<file path="src/rtl/mac_sequencer.sv">
// Tap-counter sequencer for the MAC pipeline: clears the external 4-bit counter,
// accumulates a_in*b_in over LEN taps and publishes the dot product with a done pulse.
module mac_sequencer #(
  parameter int DATA_W = 8,
  parameter int ACC_W  = 20,
  parameter int LEN    = 8
) (
  input  logic              clk_out,
  input  logic              rst,
  input  logic              start,
  input  logic              abort,
  input  logic [3:0]        count_out,
  input  logic [DATA_W-1:0] a_in,
  input  logic [DATA_W-1:0] b_in,
  output logic              count_enb,
  output logic              count_reset,
  output logic              busy,
  output logic              done,
  output logic [ACC_W-1:0]  result,
  output logic              overflow
);

  typedef enum logic [1:0] {
    IDLE  = 2'd0,
    CLEAR = 2'd1,
    ACCUM = 2'd2,
    DONE  = 2'd3
  } state_t;

  localparam logic [3:0] LAST_TAP = 4'(LEN - 1);
  localparam int         PAD_W    = ACC_W + 1 - 2 * DATA_W;

  state_t                  state_q;
  logic [ACC_W-1:0]        acc_q;
  logic                    ovf_q;
  logic [2*DATA_W-1:0]     prod_d;
  logic [ACC_W:0]          sumWide_d;
  logic                    ovf_d;

  // One extra bit on the add exposes the carry-out that feeds the sticky overflow.
  always_comb begin
    prod_d    = a_in * b_in;
    sumWide_d = {1'b0, acc_q} + {{PAD_W{1'b0}}, prod_d};
    ovf_d     = ovf_q | sumWide_d[ACC_W];
  end

  always_ff @(posedge clk_out or posedge rst) begin
    if (rst) begin
      state_q     <= IDLE;
      acc_q       <= '0;
      ovf_q       <= 1'b0;
      count_enb   <= 1'b0;
      count_reset <= 1'b0;
      busy        <= 1'b0;
      done        <= 1'b0;
      result      <= '0;
      overflow    <= 1'b0;
    end else begin
      case (state_q)
        IDLE: begin
          if (start) begin
            state_q     <= CLEAR;
            count_reset <= 1'b1;
            busy        <= 1'b1;
          end
        end
        CLEAR: begin
          acc_q       <= '0;
          ovf_q       <= 1'b0;
          count_reset <= 1'b0;
          if (abort) begin
            state_q <= IDLE;
            busy    <= 1'b0;
          end else begin
            state_q   <= ACCUM;
            count_enb <= 1'b1;
          end
        end
        ACCUM: begin
          // Abort wins over the last-tap check and skips this cycle's product.
          if (abort) begin
            state_q   <= IDLE;
            count_enb <= 1'b0;
            busy      <= 1'b0;
          end else begin
            acc_q <= sumWide_d[ACC_W-1:0];
            ovf_q <= ovf_d;
            if (count_out == LAST_TAP) begin
              state_q     <= DONE;
              count_enb   <= 1'b0;
              count_reset <= 1'b1;
              done        <= 1'b1;
              result      <= sumWide_d[ACC_W-1:0];
              overflow    <= ovf_d;
            end
          end
        end
        DONE: begin
          state_q     <= IDLE;
          count_reset <= 1'b0;
          done        <= 1'b0;
          busy        <= 1'b0;
        end
        default: begin
          state_q     <= IDLE;
          count_enb   <= 1'b0;
          count_reset <= 1'b0;
          done        <= 1'b0;
          busy        <= 1'b0;
        end
      endcase
    end
  end

endmodule

</file>
<file path="config.mk">
export PLATFORM = sky130hd
export DESIGN_NAME = mac_sequencer
export DESIGN_NICKNAME = d
export VERILOG_FILES = /design/src/rtl/mac_sequencer.sv
export SDC_FILE = /design/constraint.sdc
export NUM_CORES = 1
export LEC_CHECK = 0
export BUFFER_PORTS_ARGS = -buffer_cell sky130_fd_sc_hd__buf_2
export CAP_MARGIN = 20
export CORE_MARGIN = 2
export CORE_UTILIZATION = 40
export CTS_CLUSTER_DIAMETER = 50
export DETAILED_ROUTE_END_ITERATION = 10
export PLACE_DENSITY = 0.65
export SETUP_SLACK_MARGIN = 0.2
export SYNTH_ARGS = -nofsm -noshare
export SYNTH_HDL_FRONTEND = slang
export SYNTH_SLANG_ARGS = --single-unit
</file>
<file path="constraint.sdc">
create_clock -name clk_out -period 11.9 [get_ports clk_out]
set_input_delay 2.38 -clock clk_out [delete_from_list [all_inputs] [get_ports clk_out]]
set_output_delay 2.38 -clock clk_out [all_outputs]
set_load 0.03 [all_outputs]
</file>
## Word-level counts from Yosys, hierarchy flattened

Cells that the tools add are included.

- Flip-flop bits (word level): 48

- Equality and inequality tests: 10
- Reductions and logical operators: 12
- $add $sub $neg: 1
- Multipliers: 1
- Mux-type cells: 20
- Bitwise operators: 2

Operator list:

| kind | number |
|---|---|
| $pmux 20 s2 | 1 |
| $add 20x16->21 | 1 |
| $mux 20 | 1 |
| $mul 8x8->16 | 1 |
| $reduce_and 3->1 | 4 |
| $mux 1 | 8 |
| $mux 2 | 4 |
| $ne 2x2->1 const B | 4 |
| $pmux 2 s4 | 1 |
| $pmux 1 s2 | 3 |
| $pmux 1 s3 | 2 |
| $reduce_and 2->1 | 3 |
| $eq 2x2->1 const B | 2 |
| $eq 4x3->1 const B | 1 |
| $reduce_bool 2->1 | 2 |
| $reduce_or 2->1 | 2 |
| $ne 3x3->1 const B | 1 |
| $eq 2x1->1 const B | 1 |
| $logic_not 2->1 | 1 |
| $ne 2x1->1 const B | 1 |
| $not 1->1 | 1 |
| $or 1x1->1 | 1 |

## Depth between registers and ports, before layout

- Depth in word-level cells: 5
- Mapped depth: 18
- Mapped depth without buffers: 17

## Least setup slack after synthesis

No wires, ideal clock.

- Path kind: input to register
- Start point: input b_in[1]
- End point: register acc_q[18]
- Path buffers: 1
- Stages on the path: 16
- Setup slack: 5.387 ns
- Required time: 11.778 ns
- Arrival: 6.391 ns
- Path through: clkbuf_1 > nand2_1 > fa_1 > inv_1 > fa_1 > fa_1 > inv_1 > fa_1 > inv_1 > ha_1 > a21o_1 > a31o_1 > o41ai_2 > nand3_2 > a21o_1 > a32o_1

- Longest elaborated chain between the ends: 4

Ends and longest elaborated chain:

| element | RTL line | source |
|---|---|---|
| start, declared | 14 | `input logic [DATA_W-1:0] b_in,` |
| $mul 8x8->16 | 42 | `prod_d = a_in * b_in;` |
| $add 20x16->21 | 43 | `sumWide_d = {1'b0, acc_q} + {{PAD_W{1'b0}}, prod_d};` |
| $mux 20 | 81 | `if (abort) begin` |
| $pmux 20 s2 | 59 | `case (state_q)` |
| end signal, assigned | 86 | `acc_q <= sumWide_d[ACC_W-1:0];` |
| end, declared | 34 | `logic [ACC_W-1:0] acc_q;` |

Every way passes these cells. The select of a mux whose other input is x is not followed.
A chain may end at the register's enable or synchronous reset.

## Final worst setup path

- Start point: input a_in[3]
- End point: register acc_q[18]

- Longest elaborated chain between the ends: 4

Ends and longest elaborated chain:

| element | RTL line | source |
|---|---|---|
| start, declared | 13 | `input logic [DATA_W-1:0] a_in,` |
| $mul 8x8->16 | 42 |  |
| $add 20x16->21 | 43 |  |
| $mux 20 | 81 |  |
| $pmux 20 s2 | 59 |  |

Every way passes these cells. The select of a mux whose other input is x is not followed.

==> summary.txt <==
Run status
  – Status: finished clean

Route
  – Wire per inst: ~15 µm
  – First drt pass iteration count: 4
  – Vias per cell: between 5 and 6
  – Initial drt markers: around 270
  – Antenna-violating nets left: 0
  – Final WL: about 10000 µm
  – # DRC: 0
  – Detailed-route via count: about 3.5k

Worst setup path
  – CP max stage cell: fa_1
  – CP arrival: roughly 6.8 ns
  – Critical path peak fanout: 8
  – Register-to-register path setup slack: 7.32 ns
  – CP startpoint kind: input port
  – Worst path buffer plus inverter count: 5
  – Worst path cell trace: buf_2, and2_1, fa_1, inv_1, fa_1, inv_1, fa_1, inv_1, fa_1, inv_1, ha_1, a21o_1, a31o_1, o41ai_2, nand3_2, a21o_1, a32o_1
  – Crit Path Class: in -> reg
  – Critical path's top delay family: adder cells
  – CP peak stage delay: about 0.55 ns
  – Crit. End Element: flip-flop
  – Required @ worst endpoint: between 10 and 15 ns

STA
  – Final setup vio count: 0
  – Final Hold Viols: 0
  – Final slew viol count: 0
  – RSZ-0062 raised after global routing: false
  – Post-Route Skew: 0.006457 ns
  – Worst-Margin Slew: just under 1 ns
  – Hold slack: roughly 0.48 ns
  – Max-slew headroom: 35.48%
  – Final Cycle Share: 55.94%
  – Max Clock Freq: roughly 150 MHz
  – Period minus WS final: between 6 and 7 ns
  – TNS Setup: 0 ns

Synthesis
  – Largest cells by area after synthesis: dfrtp_1 26%, fa_1 21%, ha_1 12%, inv_1 8.2%, nand2_1 5.9%
  – Syn. warnings: 0
  – Mapped Area: 4691 µm²
  – Cell count after synthesis: slightly above 500
  – Yosys cell types: 49
  – Area leader, netlist: dfrtp_1
  – Net Count, Synth: between 600 and 700
  – Predominant post-synthesis flop cell: dfrtp_1
  – Seq cells post-synth: 48
  – Synth Area per Inst: 9.234 µm²
  – Async SR Flop Fraction: 100.0%
  – Register area share after synthesis: between 20% and 30%
  – Post-synth EDFFs: 0
  – Synth top area share: around 26%

Floorplan
  – Row cnt: 39
  – DIE HEIGHT: 112.3 µm
  – Die footprint: roughly 13000 µm²
  – Initial core utilization: 41.08%
  – # IOs: between 40 and 50
  – Core Region: roughly 11000 µm²
  – Die width: between 100 and 150 µm

Clock network
  – CTS Sinks: 48
  – CTS buffer count: 5
  – CTS tree: yes
  – Htree depth: 2
  – Worst-path clk slew: approximately 0.07 ns
  – Longest Clk Path Bufs: 2
  – CTS Hold Bufs: 0
  – Worst skew pair latency: approximately 0.29 ns
  – CTS-repair resized insts: 0
  – Setup Buffers After CTS: 0
  – Root buffer cell: clkbuf_16

Finish
  – Final nets: slightly below 700
  – Layout cells sized above 1: 13.08%
  – Commonest non-fill, non-tap cell in the layout: inv_1
  – Post-layout util: a little under half
  – Area grow syn2layout: 12.67%
  – Most frequent cells in the layout: 102 x inv_1, 74 x nand2_1, 50 x fa_1
  – Diodes inserted: 0

Hold path
  – Worst Hold Class: reg -> reg

Power
  – Power share of the clock group: 13.0%
  – Sw Pwr: 0.0006239 W
  – Combinational power share: about two thirds
  – Net Sw Frac: roughly half
  – Part of the power in registers: between 10% and 20%
  – Static leakage: 2.923 nW
  – PD cells: between 200 and 250 nW/µm²
  – Int Power: roughly 0.00063 W
  – VDD IR max: between 100 and 150 µV

Global route
  – Total gr overflow: 0
  – First-pass GRT wire length: 18400 µm
  – Gr usage total: ~18%
  – Pin count of the biggest net entering global routing: between 40 and 50
  – Initial antenna violation count: 0
  – Vias in the first global route: 3693

Placed design
  – Final HPWL DP: between 8000 and 9000 µm
  – IO buf count: 48
  – GP Congestion: approximately 0.86

Run
  – Max-cap viol count: 0
==> cell type report <==
type,instances,area [µm²]
tap,143,178.9
fill,1126,6133
inverter,103,386.6
clock inverter,3,47.55
sequential,48,1201
timing repair buffer,51,275.3
multi-input combinational,348,3070
clock buffer,5,125.1
==> state kept, by name (all words and copies together) (netlist names) <==
signal,cells
state_q,2
count_enb,1
count_reset,1
acc_q,20
done,1
result,20
ovf_q,1
busy,1
overflow,1
==> cells by family after synthesis <==
| kind of cell | synth area share [%] |
|---|---|
| simple gates | 15.58 |
| buf+inv | 8.989 |
| mux | 1.440 |
| fa+ha+maj | 33.34 |
| compound gates | 12.80 |
| xor+xnor | 2.241 |
| flops | 25.61 |
==> stage by stage <==
stage / setup WS, ns / cells / power (W) / area, µm²
floorplan: 5.387 / 508 / 0.0008807 / 4691
global placement: 5.013 / 692 / 0.001075 / 5092
detailed placement: 4.968 / 692 / 0.001090 / 5092
CTS: 5.227 / 700 / 0.001264 / 5265
global route: 5.062 / 701 / 0.001388 / 5285
finish: 5.244 / 701 / 0.001256 / 5285
==> routing by layer <==
| metal | vias up | GRT usage [%] | wire length [µm] |
|---|---|---|---|
| li1 | 1731 | - | - |
| met4 | 0 | 3.984 | 150 |
| met1 | 1724 | 25.42 | 4958 |
| met3 | 12 | 2.106 | 320 |
| met5 | - | 0 | 0 |
| met2 | 60 | 28.88 | 4958 |
==> worst register-to-register path, cell delays in order (launching register included) <==
cell	delay, ns
dfrtp_1	0.37
inv_1	0.09
fa_1	0.53
inv_1	0.05
fa_1	0.47
fa_1	0.51
inv_1	0.06
fa_1	0.53
inv_1	0.04
ha_1	0.35
a21o_1	0.19
a31o_1	0.25
o41ai_2	0.42
nand3_2	0.14
a21o_1	0.22
a32o_1	0.24
==> worst paths after layout <==
kind	startpoint	to	cells past startpoint
setup / recovery	a_in[3]	acc_q[18]$_DFFE_PP0P_	17
max in group asynchronous	rst	acc_q[16]$_DFFE_PP0P_	3
hold reg to reg	result[2]$_DFFE_PP0P_	result[2]$_DFFE_PP0P_	2
min in group asynchronous	rst	result[1]$_DFFE_PP0P_	2
hold / removal	result[2]$_DFFE_PP0P_	result[2]$_DFFE_PP0P_	2
setup reg to reg	acc_q[7]$_DFFE_PP0P_	acc_q[18]$_DFFE_PP0P_	15
==> power by group through the flow <==
stage | clock network, W | logic (W) | registers [W]
finish | 0.000164 | 0.000857 | 0.000235
floorplan | 0 | 0.000606 | 0.000275
global route | 0.000175 | 0.000973 | 0.000241
detailed placement | 0 | 0.000852 | 0.000239
global placement | 0 | 0.000838 | 0.000237
CTS | 0.000167 | 0.000862 | 0.000236
==> cells in the mapped netlist (3+ instances only) <==
library cell  instances
a21o_1               11
a21oi_1              14
a22o_1               15
a31oi_1               3
and2_1               36
clkbuf_1              7
dfrtp_1              48
fa_1                 50
ha_1                 45
inv_1               103
mux2_2                6
nand2_1              74
nand3_1               5
nand4_1               3
nor2_1               13
nor2b_1               3
nor3_1                4
o21ai_0              18
xnor2_1               7
xor2_1                5
Note: power is estimated with default switching activity, not from simulation.
